## config.mk

```make
export PLATFORM = sky130hd
export DESIGN_NAME = alu_seq
export DESIGN_NICKNAME = d
export VERILOG_FILES = /design/src/rtl/alu_seq.sv
export SDC_FILE = /design/constraint.sdc
export NUM_CORES = 1
export LEC_CHECK = 0
export CAP_MARGIN = 20
export CORE_ASPECT_RATIO = 0.8
export CORE_MARGIN = 2
export CORE_UTILIZATION = 40
export DETAILED_ROUTE_END_ITERATION = 8
export GPL_ROUTABILITY_DRIVEN = 0
export GPL_TIMING_DRIVEN = 1
export PLACE_DENSITY = 0.59
export REMOVE_ABC_BUFFERS = 1
export SLEW_MARGIN = 25
export SYNTH_ARGS = -nofsm -noshare
export SYNTH_HDL_FRONTEND = slang
export SYNTH_SLANG_ARGS = --single-unit
```

## constraint.sdc

```tcl
create_clock -name clk -period 4.03 [get_ports clk]
set_input_delay 0.806 -clock clk [delete_from_list [all_inputs] [get_ports clk]]
set_output_delay 0.806 -clock clk [all_outputs]
set_load 0.01 [all_outputs]
```

## src/rtl/alu_seq.sv

```systemverilog
// Multi-cycle ALU behind a valid/ready handshake. It handles logic, add/sub and compare
// ops in one busy cycle, and unsigned multiply/divide through a WIDTH-step shift engine.
module alu_seq #(
  parameter int WIDTH = 32
) (
  input  logic             clk,
  input  logic             rst_n,
  input  logic             in_valid,
  output logic             in_ready,
  input  logic [WIDTH-1:0] a_in,
  input  logic [WIDTH-1:0] b_in,
  input  logic [3:0]       op,
  output logic             out_valid,
  input  logic             out_ready,
  output logic [WIDTH-1:0] result,
  output logic [WIDTH-1:0] result_hi,
  output logic             zero,
  output logic             overflow,
  output logic             div0,
  output logic             illegal
);

  localparam logic [3:0] OP_AND  = 4'b0000;
  localparam logic [3:0] OP_OR   = 4'b0001;
  localparam logic [3:0] OP_ADD  = 4'b0010;
  localparam logic [3:0] OP_SUB  = 4'b0110;
  localparam logic [3:0] OP_SLT  = 4'b0111;
  localparam logic [3:0] OP_NOR  = 4'b1100;
  localparam logic [3:0] OP_MULU = 4'b1000;
  localparam logic [3:0] OP_DIVU = 4'b1001;

  localparam int CW = $clog2(WIDTH + 1);
  localparam logic [CW-1:0] LAST = CW'(WIDTH);

  typedef enum logic [1:0] {IDLE = 2'd0, EXEC = 2'd1, ITER = 2'd2, DONE = 2'd3} state_t;
  state_t state, state_nx;

  logic [WIDTH-1:0] a_q, b_q, hi_q, lo_q;
  logic [3:0]       op_q;
  logic [CW-1:0]    cnt;
  logic             to_iter;
  logic [WIDTH-1:0] add_r, sub_r, ex_res, ex_hi;
  logic             ex_ov, ex_d0, ex_ill;
  logic [WIDTH:0]   mul_sum, div_shift, div_diff;

  // Handshake: a transfer happens on a rising edge where valid and ready are both high.
  // in_ready is high only in IDLE. out_valid stays high, with its data held, until out_ready.
  assign to_iter = (op == OP_MULU) || (op == OP_DIVU && b_in != '0);

  always_ff @(posedge clk) begin
    if (!rst_n) state <= IDLE;
    else        state <= state_nx;
  end

  always_comb begin
    state_nx  = state;
    in_ready  = 1'b0;
    out_valid = 1'b0;
    case (state)
      IDLE: begin
        in_ready = rst_n;
        if (in_valid) state_nx = to_iter ? ITER : EXEC;
      end
      EXEC: state_nx = DONE;
      ITER: if (cnt == LAST) state_nx = DONE;
      DONE: begin
        out_valid = 1'b1;
        if (out_ready) state_nx = IDLE;
      end
      default: state_nx = IDLE;
    endcase
  end

  always_comb begin
    add_r  = a_q + b_q;
    sub_r  = a_q - b_q;
    ex_res = '0;
    ex_hi  = '0;
    ex_ov  = 1'b0;
    ex_d0  = 1'b0;
    ex_ill = 1'b0;
    case (op_q)
      OP_AND: ex_res = a_q & b_q;
      OP_OR:  ex_res = a_q | b_q;
      OP_ADD: begin
        ex_res = add_r;
        ex_ov  = (a_q[WIDTH-1] == b_q[WIDTH-1]) && (add_r[WIDTH-1] != a_q[WIDTH-1]);
      end
      OP_SUB: begin
        ex_res = sub_r;
        ex_ov  = (a_q[WIDTH-1] != b_q[WIDTH-1]) && (sub_r[WIDTH-1] != a_q[WIDTH-1]);
      end
      OP_SLT: ex_res = {{(WIDTH-1){1'b0}}, ($signed(a_q) < $signed(b_q))};
      OP_NOR: ex_res = ~(a_q | b_q);
      // Only a divide by zero reaches EXEC with DIVU.
      OP_DIVU: begin
        ex_res = '1;
        ex_hi  = a_q;
        ex_d0  = 1'b1;
      end
      default: ex_ill = 1'b1;
    endcase
  end

  // The iteration steps use lo_q as the multiplier/dividend shift register and hi_q as the accumulator/remainder.
  always_comb begin
    mul_sum   = {1'b0, hi_q} + (lo_q[0] ? {1'b0, b_q} : {(WIDTH+1){1'b0}});
    div_shift = {hi_q, lo_q[WIDTH-1]};
    div_diff  = div_shift - {1'b0, b_q};
  end

  always_ff @(posedge clk) begin
    if (!rst_n) begin
      a_q <= '0; b_q <= '0; hi_q <= '0; lo_q <= '0; op_q <= '0; cnt <= '0;
      result <= '0; result_hi <= '0;
      zero <= 1'b0; overflow <= 1'b0; div0 <= 1'b0; illegal <= 1'b0;
    end else begin
      case (state)
        IDLE: if (in_valid) begin
          a_q <= a_in; b_q <= b_in; op_q <= op;
          hi_q <= '0; lo_q <= a_in; cnt <= '0;
          result <= '0; result_hi <= '0;
          zero <= 1'b0; overflow <= 1'b0; div0 <= 1'b0; illegal <= 1'b0;
        end
        EXEC: begin
          result    <= ex_res;
          result_hi <= ex_hi;
          zero      <= (ex_res == '0);
          overflow  <= ex_ov;
          div0      <= ex_d0;
          illegal   <= ex_ill;
        end
        ITER: begin
          if (cnt != LAST) begin
            cnt <= cnt + CW'(1);
            if (op_q == OP_MULU) begin
              hi_q <= mul_sum[WIDTH:1];
              lo_q <= {mul_sum[0], lo_q[WIDTH-1:1]};
            end else if (!div_diff[WIDTH]) begin
              hi_q <= div_diff[WIDTH-1:0];
              lo_q <= {lo_q[WIDTH-2:0], 1'b1};
            end else begin
              hi_q <= div_shift[WIDTH-1:0];
              lo_q <= {lo_q[WIDTH-2:0], 1'b0};
            end
          end else begin
            result    <= lo_q;
            result_hi <= hi_q;
            zero      <= (lo_q == '0);
          end
        end
        default: ;
      endcase
    end
  end

endmodule
```

# [Word level (Yosys, flattened, before mapping)]
# Cells that the tools add are included.
[word_totals] register_bits=208 input_bits=72 out_inout_bits=70 wordCells=99
[classes] add_sub_neg=5 n_lt_le_gt_ge=1 n_eq_ne=23 muxes=36 n_bitwise=3 n_reduce_logical=18
[op_table] op="32-bit two-way mux" n=11
[op_table] op="32-bit one-hot mux with 7 select lines" n=1
[op_table] op="32-bit one-hot mux with 3 select lines" n=2
[op_table] op="32-bit one-hot mux with 2 select lines" n=2
[op_table] op="32-bit logical NOT" n=2
[op_table] op="32-bit by 32-bit adder with 33-bit output" n=1
[op_table] op="33-bit by 32-bit subtractor with 33-bit output" n=1
[op_table] op="32-bit adder" n=1
[op_table] op="32-bit AND" n=1
[op_table] op="32-bit < comparator" n=1
[op_table] op="32-bit NOT" n=1
[op_table] op="32-bit bitwise OR" n=1
[op_table] op="32-bit nonzero test" n=1
[op_table] op="32-bit subtractor" n=1
[op_table] op="4-bit == test (second input constant)" n=5
[op_table] op="6-bit two-way mux" n=2
[op_table] op="6-bit one-hot mux with 2 select lines" n=1
[op_table] op="2-bit inequality test (second input constant)" n=5
[op_table] op="3-bit AND reduction" n=3
[op_table] op="4-bit by 3-bit == test with 1-bit output (second input constant)" n=2
[op_table] op="2-bit two-way mux" n=4
[op_table] op="1-bit one-hot mux with 2 select lines" n=4
[op_table] op="2-bit one-hot mux with 4 select lines" n=1
[op_table] op="1-bit two-way mux" n=7
[op_table] op="other kinds (18)" n=25

# [Depth between registers and ports, before layout]
[depth] ltp_word=6 depth_mapped=16 mapped_depth_nobuf=15

# [Worst setup path before layout]
# No wires, ideal clock.
[synth_timing] kind="flip-flop to flip-flop" startpoint="reg b_q[0]" endpoint="reg zero" setup_ps=96 t_arrival_ps=3496 required_ps=3934 path_slack_ps=439 path_stages_with_launch=14 period_less_slack_ps=3591 path_cell_list="dfxtp_1 -> ha_1 -> fa_1 -> a21oi_1 -> o21ai_1 -> a21oi_1 -> o2111a_1 -> a31oi_1 -> or4_1 -> or4_1 -> or4_1 -> nor2_1 -> nand4b_1 -> o41ai_2"
[synth_between] elab_chain_len=5 elab_cells_between_ends=9
[synth_rtl] element="start: declaration" line_no="38" source="logic [WIDTH-1:0] a_q, b_q, hi_q, lo_q;"
[synth_rtl] element="start signal: assignment" line_no="120" source="a_q <= a_in; b_q <= b_in; op_q <= op;"
[synth_rtl] element="branches (longest 2 deep; another with 32-bit subtractor)"
[synth_rtl] element="32-bit one-hot mux with 7 select lines (*)" line_no="82" source="case (op_q)"
[synth_rtl] element="32-bit logical NOT (*)" line_no="128" source="zero <= (ex_res == '0);"
[synth_rtl] element="1-bit one-hot mux with 3 select lines (*)" line_no="118" source="case (state)"
[synth_rtl] element="end signal: assignment" line_no="128"
[synth_rtl] element="end signal: assignment" line_no="149" source="zero <= (lo_q == '0);"
[synth_rtl] element="end: declaration" line_no="17" source="output logic zero,"
# Every way passes the cells marked *.
# A chain may end at the register's enable or synchronous reset.

# [Worst setup path after layout]
[layout_timing] startpoint="reg b_q[8]" endpoint="reg hi_q[1]"
[layout_between] elab_chain_len=5
[layout_rtl] element="33-bit by 32-bit subtractor with 33-bit output" line_no="109" source="div_diff = div_shift - {1'b0, b_q};"
[layout_rtl] element="32-bit two-way mux" line_no="139" source="end else if (!div_diff[WIDTH]) begin"
[layout_rtl] element="32-bit two-way mux" line_no="136" source="if (op_q == OP_MULU) begin"
[layout_rtl] element="32-bit two-way mux" line_no="134" source="if (cnt != LAST) begin"
[layout_rtl] element="32-bit one-hot mux with 2 select lines" line_no="118"
[layout_rtl] element="end signal: assignment" line_no="137" source="hi_q <= mul_sum[WIDTH:1];"
[layout_rtl] element="end signal: assignment" line_no="140" source="hi_q <= div_diff[WIDTH-1:0];"
[layout_rtl] element="end signal: assignment" line_no="143" source="hi_q <= div_shift[WIDTH-1:0];"
[layout_rtl] element="end: declaration" line_no="38"
# No other way between the ends. The select of a mux whose other input is x is not followed.

==> flow_summary.html <==
<table>
<tr><th>Metric</th><th>Value</th></tr>
<tr><th colspan="2">Timing</th></tr>
<tr><td>Final Max Tran Viols</td><td>0</td></tr>
<tr><td>Clock period minus worst slack</td><td>3.96 ns</td></tr>
<tr><td>Post-route setup slack</td><td>0.0745 ns</td></tr>
<tr><td>Worst Hold Margin</td><td>0.451 ns</td></tr>
<tr><td>Finish-stage setup viols</td><td>0</td></tr>
<tr><td>Post-route clock skew</td><td>0.0242 ns</td></tr>
<tr><td>Hold Fails Final Rpt</td><td>0</td></tr>
<tr><td>Fraction of the cycle the final worst path needs</td><td>0.982</td></tr>
<tr><td>Headroom to the max-slew limit</td><td>0.264</td></tr>
<tr><td>Fmax</td><td>0.253 GHz</td></tr>
<tr><td>Actual slew at the worst max-slew pin</td><td>1.10 ns</td></tr>
<tr><td>Final setup TNS</td><td>0 ns</td></tr>
<tr><th colspan="2">Clock network</th></tr>
<tr><td>Clock tree from TritonCTS</td><td>yes</td></tr>
<tr><td>Cell at the root of the clock tree</td><td>clkbuf_16</td></tr>
<tr><td>Clock net sink count</td><td>208</td></tr>
<tr><td>Worst-path clk slew</td><td>0.06 ns</td></tr>
<tr><td>Worst-skew pair later-pin latency</td><td>0.58 ns</td></tr>
<tr><td>Number of buffers inserted during clock tree synthesis</td><td>26</td></tr>
<tr><td>CTS HTree Levels</td><td>1</td></tr>
<tr><td>Largest buffer count on any clock path</td><td>3</td></tr>
<tr><th colspan="2">Worst setup path</th></tr>
<tr><td>Worst reg2reg setup slack</td><td>0.07 ns</td></tr>
<tr><td>Path type of the worst setup path</td><td>register to register</td></tr>
<tr><td>Required @ worst endpoint</td><td>4.46 ns</td></tr>
<tr><td>Cells on worst reg2reg path</td><td>19</td></tr>
<tr><td>Reg-to-reg critical path endpoint</td><td>hi_q[1]$_SDFFE_PN0P_</td></tr>
<tr><td>Reg2Reg Launch Point</td><td>b_q[8]$_SDFFE_PN0P_</td></tr>
<tr><td>Endpoint kind of the worst setup timing path</td><td>register</td></tr>
<tr><td>Highest fanout seen on the critical path</td><td>13</td></tr>
<tr><td>Arrival @ worst endpoint</td><td>4.39 ns</td></tr>
<tr><td>Critical path launch point type</td><td>register</td></tr>
<tr><th colspan="2">Synthesis</th></tr>
<tr><td>Dominant synthesized flop cell</td><td>dfxtp_1</td></tr>
<tr><td>Gate Count Post-Synth</td><td>2637</td></tr>
<tr><td>FFs w/ async S/R, synth</td><td>0</td></tr>
<tr><td>Sequential area share after synthesis</td><td>0.224</td></tr>
<tr><td>Synth Area per Inst</td><td>7.06 sq um</td></tr>
<tr><td>Number of distinct library cells after synthesis</td><td>96</td></tr>
<tr><td>Yosys synthesis warning count</td><td>0</td></tr>
<tr><td>Count of state elements after synthesis</td><td>208</td></tr>
<tr><td>Post-synth EDFFs</td><td>0</td></tr>
<tr><td>Synthesized area</td><td>0.0186 sq mm</td></tr>
<tr><th colspan="2">GRT</th></tr>
<tr><td>Initial antenna violation count</td><td>1</td></tr>
<tr><td>GR Overflow Total</td><td>0</td></tr>
<tr><td>Maximum number of pins on one net before global-route repair</td><td>67</td></tr>
<tr><td>First-pass GRT wire length</td><td>117000 um</td></tr>
<tr><td>Via count of the first global-routing pass</td><td>19900</td></tr>
<tr><td>Overall Global Routing Usage</td><td>0.309</td></tr>
<tr><th colspan="2">Layout</th></tr>
<tr><td>Final Core Density</td><td>0.505</td></tr>
<tr><td>Filler instances</td><td>4488</td></tr>
<tr><td>Share of final-layout standard cells stronger than drive strength 1</td><td>0.130</td></tr>
<tr><td>Diodes inserted</td><td>0</td></tr>
<tr><td>Final non-filler cell area</td><td>0.0231 sq mm</td></tr>
<tr><td>Area used by sequential logic in the layout</td><td>0.00416 sq mm</td></tr>
<tr><td>Final net count</td><td>3128</td></tr>
<tr><td>Number of standard cells in the layout, taps in and fillers out</td><td>3515</td></tr>
<tr><td>Area taken by multi-input logic gates</td><td>0.0135 sq mm</td></tr>
<tr><td>Area delta synth-&gt;final</td><td>24.4%</td></tr>
<tr><th colspan="2">Routing</th></tr>
<tr><td>Met1 layer wirelength in the final routing</td><td>33900 um</td></tr>
<tr><td>Routed wl met2</td><td>32300 um</td></tr>
<tr><td>DRC errors left</td><td>0</td></tr>
<tr><td>Residual antenna-violating net count after detailed routing</td><td>0</td></tr>
<tr><td>Detail-routed via count per cell</td><td>6.05</td></tr>
<tr><td>Via count of the routed design</td><td>21300</td></tr>
<tr><td>Average wire per cell in the routed design</td><td>21.9 um</td></tr>
<tr><td>Highest layer used for signal routing</td><td>met4</td></tr>
<tr><td>Total iterations of the first detailed-routing run</td><td>6</td></tr>
<tr><td>Detail Route met3 WL</td><td>7370 um</td></tr>
<tr><td>Routed Wire Length</td><td>77000 um</td></tr>
<tr><td>DR iter-0 viols</td><td>2411</td></tr>
<tr><th colspan="2">Die</th></tr>
<tr><td>Area of the core</td><td>0.0458 sq mm</td></tr>
<tr><td>Top Ports</td><td>142</td></tr>
<tr><td>Row cnt</td><td>70</td></tr>
<tr><td>Vertical extent of the die</td><td>197 um</td></tr>
<tr><td>Full die area</td><td>0.0483 sq mm</td></tr>
<tr><td>Die Span X</td><td>245 um</td></tr>
<tr><td>Initial Utilization</td><td>0.406</td></tr>
<tr><th colspan="2">Placed design</th></tr>
<tr><td>Instance count after placement with tap cells included</td><td>3460</td></tr>
<tr><td>Instance area at placement</td><td>0.0220 sq mm</td></tr>
<tr><td>Estimated wirelength of the detail-placed design</td><td>58200 um</td></tr>
<tr><td>Number of I/O port buffers</td><td>141</td></tr>
<tr><td>Setup slack after placement</td><td>-0.215 ns</td></tr>
<tr><th colspan="2">Pwr</th></tr>
<tr><td>Leak</td><td>9.66 nW</td></tr>
<tr><td>Power density over cell area</td><td>536 mW/mm^2</td></tr>
<tr><td>Design Power</td><td>12.4 mW</td></tr>
<tr><td>Maximum ir drop on the vdd rail</td><td>0.000377 V</td></tr>
<tr><th colspan="2">Run status</th></tr>
<tr><td>Run status</td><td>complete, no violations</td></tr>
<tr><th colspan="2">Min path</th></tr>
<tr><td>Hold Crit Class</td><td>register to register</td></tr>
<tr><td>Hold path cells</td><td>2</td></tr>
<tr><td>Destination of the worst hold path</td><td>result_hi[3]$_SDFFE_PN0P_</td></tr>
<tr><td>Launch instance of the worst min-delay path</td><td>result_hi[3]$_SDFFE_PN0P_</td></tr>
<tr><th colspan="2">Run</th></tr>
<tr><td>Max capacitance violation total</td><td>0</td></tr>
</table>
cell usage after synthesis, types with 47 or more instances:
cell type,count,area [sq um]
nand2_1,365,1370
a21oi_1,341,1710
nor2_1,253,950
dfxtp_1,208,4160
ha_1,169,2110
clkbuf_1,127,477
inv_1,125,469
o21ai_0,118,591
nand3_1,78,390
a22oi_1,56,420
nor2b_1,53,332
and2_1,47,294
state kept, by name, indices dropped and copies added (netlist names), 2 cells and up:
name,count
lo_q,32
a_q,32
hi_q,32
result,32
op_q,4
b_q,32
state,2
result_hi,32
cnt,6
metal layers:
layer / up-vias / GRT usage
met5: - / 0
met1: 10000 / 0.432
met4: 0 / 0.126
met3: 179 / 0.0571
met2: 1122 / 0.464
li1: 9935 / -
report_power, final:
part           total, mW  internal (mW)  switching [mW]
logic               7.12           2.59            4.53
registers           2.68           2.34           0.341
clock network       2.60           1.53            1.06
cells in the final DEF, fill, tap and decap left out, types with 18 or more instances in the layout:
cell,instances
nand2_1,364
a21oi_1,336
nor2_1,247
buf_4,240
dfxtp_1,208
ha_1,162
clkdlybuf4s50_1,141
inv_1,125
o21ai_0,116
nand3_1,78
a22oi_1,56
nor2b_1,51
and2_1,46
xnor2_1,45
a21o_1,44
a22o_1,44
nor3_1,37
o22ai_1,35
mux2i_1,29
nor4_1,29
o21bai_1,28
clkbuf_16,27
a211oi_1,21
xor2_1,20
o21ai_1,19
a31oi_1,18
worst max path at each step:
stage	from	endpoint	slack (ns)
2_1_floorplan	state[0]$_SDFFE_PN0P_	hi_q[12]$_SDFFE_PN0P_	-1.04
3_3_place_gp	in_valid	zero$_SDFFE_PN0P_	-0.12
3_5_place_dp	b_q[0]$_SDFFE_PN0P_	hi_q[1]$_SDFFE_PN0P_	-0.22
4_1_cts	b_q[0]$_SDFFE_PN0P_	hi_q[5]$_SDFFE_PN0P_	0.01
5_1_grt	b_q[11]$_SDFFE_PN0P_	hi_q[5]$_SDFFE_PN0P_	-0.03
6_report	b_q[8]$_SDFFE_PN0P_	hi_q[1]$_SDFFE_PN0P_	0.07
cell families (layout without fill, tap and decap cells):
family / after synthesis / in the layout / synth area share
simple gates: 972 / 973 / 0.241
flops: 208 / 208 / 0.224
mux: 30 / 30 / 0.0162
fa+ha+maj: 173 / 173 / 0.118
compound gates: 891 / 891 / 0.307
buf+inv: 298 / 563 / 0.0638
xor+xnor: 65 / 65 / 0.0306
worst max-delay path: stages (launching register included):
cell and delay [ns]:
dfxtp_1 0.33, inv_1 0.08, ha_1 0.31, nand2_1 0.12, nor4_4 0.37, o31ai_4 0.15
buf_4 0.18, a2111oi_4 0.35, buf_4 0.19, o211ai_1 0.10, buf_4 0.16, a21oi_2 0.20
a31oi_4 0.13, o21a_2 0.26, buf_4 0.15, nor2_4 0.09, buf_12 0.14, buf_12 0.16
mux2i_1 0.23, o21ai_0 0.09
cell type report:
| class | instances | share of cell area |
|---|---|---|
| Clock buffer | 31 | 0.0311 |
| Tap cell | 612 | 0.0331 |
| Multi-Input combinational cell | 2132 | 0.583 |
| Clock inverter | 17 | 0.00887 |
| Sequential cell | 208 | 0.180 |
| Inverter | 129 | 0.0210 |
| Timing Repair Buffer | 386 | 0.143 |
repair_timing:
item,in CTS,in global routing
hold endpoints to repair,0,0
endpoints found under the setup margin,34,34
pin swaps,5,9
resized for setup,7,31
hold buffers,0,0
cloned,1,0
setup buffers,2,4
(Power assumes the default switching activity.)
